==> config.mk <==
export PLATFORM = sky130hd
export DESIGN_NAME = seg_carry_adder
export DESIGN_NICKNAME = d
export VERILOG_FILES = /design/src/rtl/seg_adder_pkg.sv /design/src/rtl/seg_add_slice.sv /design/src/rtl/seg_carry_adder.sv
export SDC_FILE = /design/constraint.sdc
export NUM_CORES = 1
export LEC_CHECK = 0
export BUFFER_PORTS_ARGS = -buffer_cell sky130_fd_sc_hd__buf_2
export CAP_MARGIN = 20
export CORE_UTILIZATION = 59
export DETAILED_ROUTE_END_ITERATION = 6
export PLACE_DENSITY = 0.93
export SYNTH_ARGS = -nofsm -noshare
export SYNTH_HDL_FRONTEND = slang
export SYNTH_SLANG_ARGS = --single-unit
==> constraint.sdc <==
create_clock -name clk_i -period 7.85 [get_ports clk_i]
set_input_delay 1.57 -clock clk_i [delete_from_list [all_inputs] [get_ports clk_i]]
set_output_delay 1.57 -clock clk_i [all_outputs]
set_load 0.02 [all_outputs]
==> src/rtl/seg_adder_pkg.sv <==
// Shared types and helpers for the segmented carry adder.
// Holds the control state encoding and the segment count function.
package seg_adder_pkg;

  typedef enum logic [1:0] {
    IDLE,
    CALC,
    DONE
  } state_e;

  function automatic int nseg(
    input int width,
    input int seg_w
  );
    return (width + seg_w - 1) / seg_w;
  endfunction

endpackage

==> src/rtl/seg_add_slice.sv <==
// Combinational W-bit adder slice with carry in/out.
// One instance is time-shared across all segments.
module seg_add_slice #(
  parameter int W = 16
) (
  input  logic [W-1:0] a_i,
  input  logic [W-1:0] b_i,
  input  logic         cin_i,
  output logic [W-1:0] sum_o,
  output logic         cout_o
);

  assign {cout_o, sum_o} = a_i + b_i + {{(W-1){1'b0}}, cin_i};

endmodule

==> src/rtl/seg_carry_adder.sv <==
// Multi-cycle adder: one SEG_W segment per clock, registered carry.
// Define SEG_CARRY_ADDER_SUB_EN to add the sub_i (a-b) input.
module seg_carry_adder
  import seg_adder_pkg::*;
#(
  parameter int WIDTH = 32,
  parameter int SEG_W = 16
) (
  input  logic             clk_i,
  input  logic             rst_ni,
  input  logic             valid_i,
  output logic             ready_o,
  input  logic [WIDTH-1:0] a_i,
  input  logic [WIDTH-1:0] b_i,
  input  logic             cin_i,
`ifdef SEG_CARRY_ADDER_SUB_EN
  input  logic             sub_i,
`endif
  output logic             valid_o,
  input  logic             ready_i,
  output logic [WIDTH-1:0] res_o,
  output logic             cout_o,
  output logic             ovf_o
);

  localparam int NSEG   = nseg(WIDTH, SEG_W);
  localparam int LAST_W = WIDTH - (NSEG - 1) * SEG_W;
  localparam int CNT_W  = $clog2(NSEG + 1);

  state_e             state_q, state_d;
  logic [CNT_W-1:0]   seg_cnt_q, seg_cnt_d;
  logic               carry_q, carry_d;
  logic [WIDTH-1:0]   a_q, a_d;
  logic [WIDTH-1:0]   b_q, b_d;
  logic [WIDTH-1:0]   res_q, res_d;
  logic               cout_q, cout_d;
  logic               ovf_q, ovf_d;

  logic [SEG_W-1:0]   a_seg, b_seg, sum;
  logic               slice_cout;
  logic [SEG_W:0]     full;
  logic               last_seg;
  logic               seg_carry;

  // Pick the operand bits of the active segment; pad short tail with 0
  always_comb begin
    a_seg = '0;
    b_seg = '0;
    for (int i = 0; i < WIDTH; i++) begin
      if (i / SEG_W == int'(seg_cnt_q)) begin
        a_seg[i % SEG_W] = a_q[i];
        b_seg[i % SEG_W] = b_q[i];
      end
    end
  end

  seg_add_slice #(
    .W(SEG_W)
  ) u_slice (
    .a_i   (a_seg),
    .b_i   (b_seg),
    .cin_i (carry_q),
    .sum_o (sum),
    .cout_o(slice_cout)
  );

  assign full     = {slice_cout, sum};
  assign last_seg = (seg_cnt_q == CNT_W'(NSEG - 1));
  // Zero-padded tail: its carry lands at bit LAST_W of the slice sum
  assign seg_carry = last_seg ? full[LAST_W] : full[SEG_W];

  // Next-state, operand capture and per-segment result update
  always_comb begin
    state_d   = state_q;
    seg_cnt_d = seg_cnt_q;
    carry_d   = carry_q;
    a_d       = a_q;
    b_d       = b_q;
    res_d     = res_q;
    cout_d    = cout_q;
    ovf_d     = ovf_q;
    unique case (state_q)
      IDLE: begin
        if (valid_i) begin
          a_d       = a_i;
`ifdef SEG_CARRY_ADDER_SUB_EN
          b_d       = sub_i ? ~b_i : b_i;
          carry_d   = sub_i ? 1'b1 : cin_i;
`else
          b_d       = b_i;
          carry_d   = cin_i;
`endif
          seg_cnt_d = '0;
          state_d   = CALC;
        end
      end
      CALC: begin
        for (int i = 0; i < WIDTH; i++) begin
          if (i / SEG_W == int'(seg_cnt_q)) begin
            res_d[i] = sum[i % SEG_W];
          end
        end
        carry_d   = seg_carry;
        seg_cnt_d = seg_cnt_q + CNT_W'(1);
        if (last_seg) begin
          cout_d  = seg_carry;
          ovf_d   = (a_q[WIDTH-1] == b_q[WIDTH-1]) &&
                    (sum[LAST_W-1] != a_q[WIDTH-1]);
          state_d = DONE;
        end
      end
      DONE: begin
        if (ready_i) begin
          state_d = IDLE;
        end
      end
      default: state_d = IDLE;
    endcase
  end

  // State and datapath registers
  always_ff @(posedge clk_i or negedge rst_ni) begin
    if (!rst_ni) begin
      state_q   <= IDLE;
      seg_cnt_q <= '0;
      carry_q   <= 1'b0;
      a_q       <= '0;
      b_q       <= '0;
      res_q     <= '0;
      cout_q    <= 1'b0;
      ovf_q     <= 1'b0;
    end else begin
      state_q   <= state_d;
      seg_cnt_q <= seg_cnt_d;
      carry_q   <= carry_d;
      a_q       <= a_d;
      b_q       <= b_d;
      res_q     <= res_d;
      cout_q    <= cout_d;
      ovf_q     <= ovf_d;
    end
  end

  assign ready_o = (state_q == IDLE);
  assign valid_o = (state_q == DONE);
  assign res_o   = res_q;
  assign cout_o  = cout_q;
  assign ovf_o   = ovf_q;

endmodule

# After elaboration in Yosys (flattened, before gate mapping)
# Index checks and enable logic that the tools add are counted.
[word_totals]
register_bits = 103
latchBits = 0
ram_bits = 0
mem_bits_ro = 0
wordCells = 103
memories = 0
[classes]
n_addsub = 3
mul = 0
div = 0
magnitude_cmp = 0
n_eq_ne = 9
shift = 0
n_mux = 72
bitwise_logic = 0
reduce_logical = 10
[op_table]
columns = ["operator", "count"]
rows = [
  ["$mux W1", 65],
  ["$add A16 B16 Y17", 1],
  ["$add A17 B1 Y17", 1],
  ["$reduce_and A2 Y1", 5],
  ["$mux W2", 4],
  ["$pmux W2 S3", 1],
  ["$eq A2 B1 Y1 const B", 2],
  ["$logic_not A2 Y1", 2],
  ["$ne A2 B2 Y1 const B", 2],
  ["$pmux W2 S2", 1],
  ["$reduce_and A3 Y1", 1],
  ["$add A2 B1 Y2 const B", 1],
  ["$eq A2 B2 Y1 const A", 1],
  ["$eq A2 B2 Y1 const B", 1],
  ["$ne A2 B1 Y1 const B", 1],
  ["$pmux W1 S2", 1],
  ["$reduce_bool A2 Y1", 1],
  ["$eq A1 B1 Y1", 1],
  ["$logic_and A1 B1 Y1", 1],
  ["$ne A1 B1 Y1", 1],
]

# Depth between registers and ports, before layout
[logic_depth]
depth_word = 7
ltp_mapped = 14
ltp_nobuf = 13

# Modules after synthesis
# A second synthesis with hierarchy kept.
[hier_totals]
cells_unflattened = 393
hier_area_um2 = 5393.9
[modules_own_cells]
columns = ["mod", "instances", "cells_per_inst", "area_per_inst_um2"]
rows = [
  ["seg_carry_adder", 1, 279, 4559.4],
  ["seg_add_slice", 1, 114, 834.6],
]

# Least setup slack after synthesis
# Ideal clock, no wire load.
[synth_path]
path_type = "reg-to-reg"
start = "reg seg_cnt_q[0]"
end = "reg res_q[14], in the netlist res_o[14]"
setup_time_ns = 0.131
arrival_time_ns = 3.298
t_required_ns = 7.719
slack_ns = 4.421
stages_incl_launch_ff = 14
synth_period_minus_slack_ns = 3.429
path_cell_list = "dfrtp_1 > ha_1 > clkbuf_1 > nor2b_1 > clkbuf_1 > a22oi_1 > fa_1 > fa_1 > nor2b_1 > o21a_1 > o21ai_0 > a211oi_1 > nor3_1 > or3_1"
[synth_between]
elab_chain_len = 5
word_cells_on_any_way = 65
classes_between = "2 x add/sub; 1 x eq/ne; 60 x mux; 2 x reduce/logical"
[synth_rtl]
columns = ["element", "line_no", "source"]
rows = [
  ["start: declaration", "seg_carry_adder.sv:31", "logic [CNT_W-1:0] seg_cnt_q, seg_cnt_d;"],
  ["start signal: assignment", "seg_carry_adder.sv:134", "seg_cnt_q <= seg_cnt_d;"],
  ["$logic_not A2 Y1", "seg_carry_adder.sv:50, seg_carry_adder.sv:99", ""],
  ["$mux W1 (2 in series)", "seg_carry_adder.sv:50", "if (i / SEG_W == int'(seg_cnt_q)) begin"],
  ["$add A16 B16 Y17", "seg_add_slice.sv:13", "assign {cout_o, sum_o} = a_i + b_i + {{(W-1){1'b0}}, cin_i};"],
  ["$add A17 B1 Y17", "seg_add_slice.sv:13", ""],
  ["end signal: assignment", "seg_carry_adder.sv:138", "res_q <= res_d;"],
  ["end: declaration", "seg_carry_adder.sv:35", "logic [WIDTH-1:0] res_q, res_d;"],
]
# Parallel ways exist; a longest one is shown, timed or not.
# A chain may end at the register's enable or synchronous reset.

# Worst setup path in the final report
[layout_path]
start = "reg seg_cnt_q[0]"
end = "reg res_q[30], in the netlist res_o[30]"
[layout_between]
elab_chain_len = 5
word_cells_on_any_way = 65
classes_between = "2 x add/sub; 1 x eq/ne; 60 x mux; 2 x reduce/logical"
[layout_rtl]
columns = ["element", "line_no"]
rows = [
  ["$logic_not A2 Y1", "seg_carry_adder.sv:50"],
  ["$mux W1 (2 in series)", "seg_carry_adder.sv:50"],
  ["$add A16 B16 Y17", "seg_add_slice.sv:13"],
  ["$add A17 B1 Y17", "seg_add_slice.sv:13"],
]
# Parallel ways exist; a longest one is shown, timed or not.

==> impl_metrics.yaml <==
detailed_routing:
  drc: 1
  via_per_inst: 6.07
  vias: 3990
  routed_wl_um: 11200
  ant_nets: 0
  drt_iter0_markers: 287
  routedWlPerCell_um: 17.1
  first_pass_iters: 7
clock_network:
  htree_levels: 3
  cts.sinks: 103
  clockRootBuffer: "clkbuf_8"
  cts_resized: 0
  clk_path_buf_depth: 2
  cts_tree: "built"
  post_cts_buffers: 0
  worstSkewPairLatency_ns: 0.37
  holdBufCountCts: 0
  cts_made_buffers: 9
  clk_pin_slew_ns: 0.11
synthesis:
  netlist_instances: 451
  async_flop_share_pct: 100
  synth_warnings: 0
  synth_fp_nets: 539
  ys_seq_area_share_pct: 50.8
  synth_seq_cells: 103
  syn_area_per_cell_um2: 11.2
  synth_cell_types: 44
  synth_area_mm2: 0.00507
  synth-edff-count: 0
  synth_ff_type: "dfrtp_1"
power_and_ir_drop:
  power_mw: 2.96
  p_clk_share_pct: 10.2
  peakVddDrop_uv: 279
  combPwrFrac_pct: 57.7
  leakage_nw: 2.79
  powerDensity_mw_per_mm2: 503
  p_seq_share_pct: 32.1
  switchingPower_mw: 1.32
  p_sw_share_pct: 44.7
  p_int_mw: 1.63
finish:
  drive_gt1_share_pct: 35.3
  diodes: 0
  ff_latch_area_mm2: 0.00258
  area_growth_pct: 15.8
  design_area_mm2: 0.00587
  most-common-layout-cells: "103 x dfrtp_1, 103 x buf_2, 64 x mux2_2"
  multi_input_area_mm2: 0.00237
  fillCellCount: 590
  final_nets: 635
timing:
  finalClockSkew_ns: 0.0143
  fin_crit_ns: 4.01
  rsz0062_at_grt: "false"
  post-route-period-util_pct: 51.0
  finalSetupViolCount: 0
  relSlewSlack_pct: 34.9
  hold_viol_final: 0
  setup_tns_ns: 0
  slew_violations: 0
  worst_pin_slew_ns: 0.974
  hold-worst-slack_ns: 0.486
  fmax_mhz: 250
placed_design:
  placement.cell_area_mm2: 0.00566
  place.gp.congestion: 0.886
  dp_hpwl_um: 8210
  io_buffers: 104
worst_setup_path:
  crit_top_cell: "fa_1"
  worstPathRequired_ns: 8.16
  path_cells: "ha_1 > buf_4 > nor2b_2 > buf_8 > a22oi_1 > fa_1 > fa_1 > nor2b_1 > o21a_1 > o21ai_0 > a211o_1 > a2111oi_0 > or3_1"
  critPathSlowestCell: "a2111oi_0"
  r2r_setup_slack_ns: 3.84
  cp_max_fo: 35
  cp-end-kind: "flop"
  slowest_delay_ns: 0.49
  crit_arrival_ns: 4.31
  critPathKind: "reg2reg"
  setup.worst_path.start_class: "flop"
global_route:
  grt_max_degree: 67
  track_usage_pct: 27.1
  antenna_found_initial: 0
  grt_first_pass_wirelength_um: 18300
  grt_overflow: 0
  grt_pass1_vias: 3782
worst_hold_path:
  timing.hold.worst.class: "reg2reg"
die:
  initial_utilization_pct: 61.4
  ios: 105
  rows: 33
  coreArea_mm2: 0.00826
  die_x_um: 94.7
  die_y_um: 94.7
  die-area_mm2: 0.00897
status:
  status: "finished, violations left"
  violations: "design-rule violations"
flow_run:
  cap_viol_max_count: 0
## sequential cells by signal (all words and copies together) (netlist names)
register   flops
carry_q        1
res_o         32
b_q           32
ovf_o          1
state_q        2
seg_cnt_q      2
a_q           32
cout_o         1
## path summary, 6_finish.rpt
kind	startpoint	end	depth (start not counted)
worst max-delay path	seg_cnt_q[0]$_DFFE_PN0P_	res_o[30]$_DFFE_PN0P_	13
worst min-delay path	res_o[13]$_DFFE_PN0P_	res_o[13]$_DFFE_PN0P_	2
worst max register to register	seg_cnt_q[0]$_DFFE_PN0P_	res_o[30]$_DFFE_PN0P_	13
worst min register to register	res_o[13]$_DFFE_PN0P_	res_o[13]$_DFFE_PN0P_	2
max in group asynchronous	rst_ni	res_o[2]$_DFFE_PN0P_	2
min in group asynchronous	rst_ni	b_q[27]$_DFFE_PN0P_	1
## kinds of logic after synthesis
group / share of synthesized area (%)
XOR/XNOR: 1.21
AO/OA/AOI/OAI: 16.4
adder cells (fa/ha/maj): 4.98
AND/OR/NAND/NOR: 9.60
buffers and inverters: 2.57
flip-flops: 50.8
multiplexers: 14.4
## power by group through the flow
stage	sequential [mW]	combinational (mW)	clock, mW
floorplan	1.00	1.16	0
global route	0.980	1.87	0.328
CTS	0.948	1.66	0.307
global placement	0.942	1.57	0
detailed placement	0.960	1.65	0
finish	0.948	1.71	0.303
## per-stage QoR
stage,utilization [%],instances,worst slack (ns)
2_1_floorplan,-,451,4.42
3_3_place_gp,68.5,639,3.70
3_5_place_dp,68.5,639,3.44
4_1_cts,70.6,655,3.38
5_1_grt,71.1,657,3.68
6_report,71.1,657,3.84
## layer usage
layer  GRT usage, %  part of all wire, %
met1           37.0                   44
met2           42.9                   47
met3           4.99                  6.4
met4           10.6                  2.2
met5              0                    0
## critical path: cells and delay by family (launching register included)
family                     cells  cell delay (ns)
and+or+nand+nor                3             0.66
buffers and inverters          2             0.48
DFF                            1             0.43
AOI/OAI and AO/OA              5             1.30
adders and majority gates      3             1.07
## cell usage after synthesis, types with 5 or more instances
cell type / count / area share (%)
o21ai_0: 32 / 3.2
nand3_1: 12 / 1.2
nand2_1: 46 / 3.4
ha_1: 17 / 4.2
nor2_1: 12 / 0.89
dfrtp_1: 103 / 51
a22o_1: 31 / 5.4
o21a_1: 6 / 0.89
inv_1: 9 / 0.67
buf_2: 5 / 0.49
a21oi_1: 16 / 1.6
nand2b_1: 7 / 0.86
clkbuf_1: 19 / 1.4
o31ai_1: 7 / 1.0
mux2_2: 64 / 14
a21o_1: 5 / 0.74
nor3_1: 7 / 0.69
## layout make-up
type	count	area share, %
multi-input cells	315	40.3
well taps	105	2.24
repair buffers	109	10.0
inverters	9	0.575
clock buffers	10	2.17
clock inverters	6	0.767
flip-flops and latches	103	43.9
Note: power is estimated with default switching activity, not from simulation.
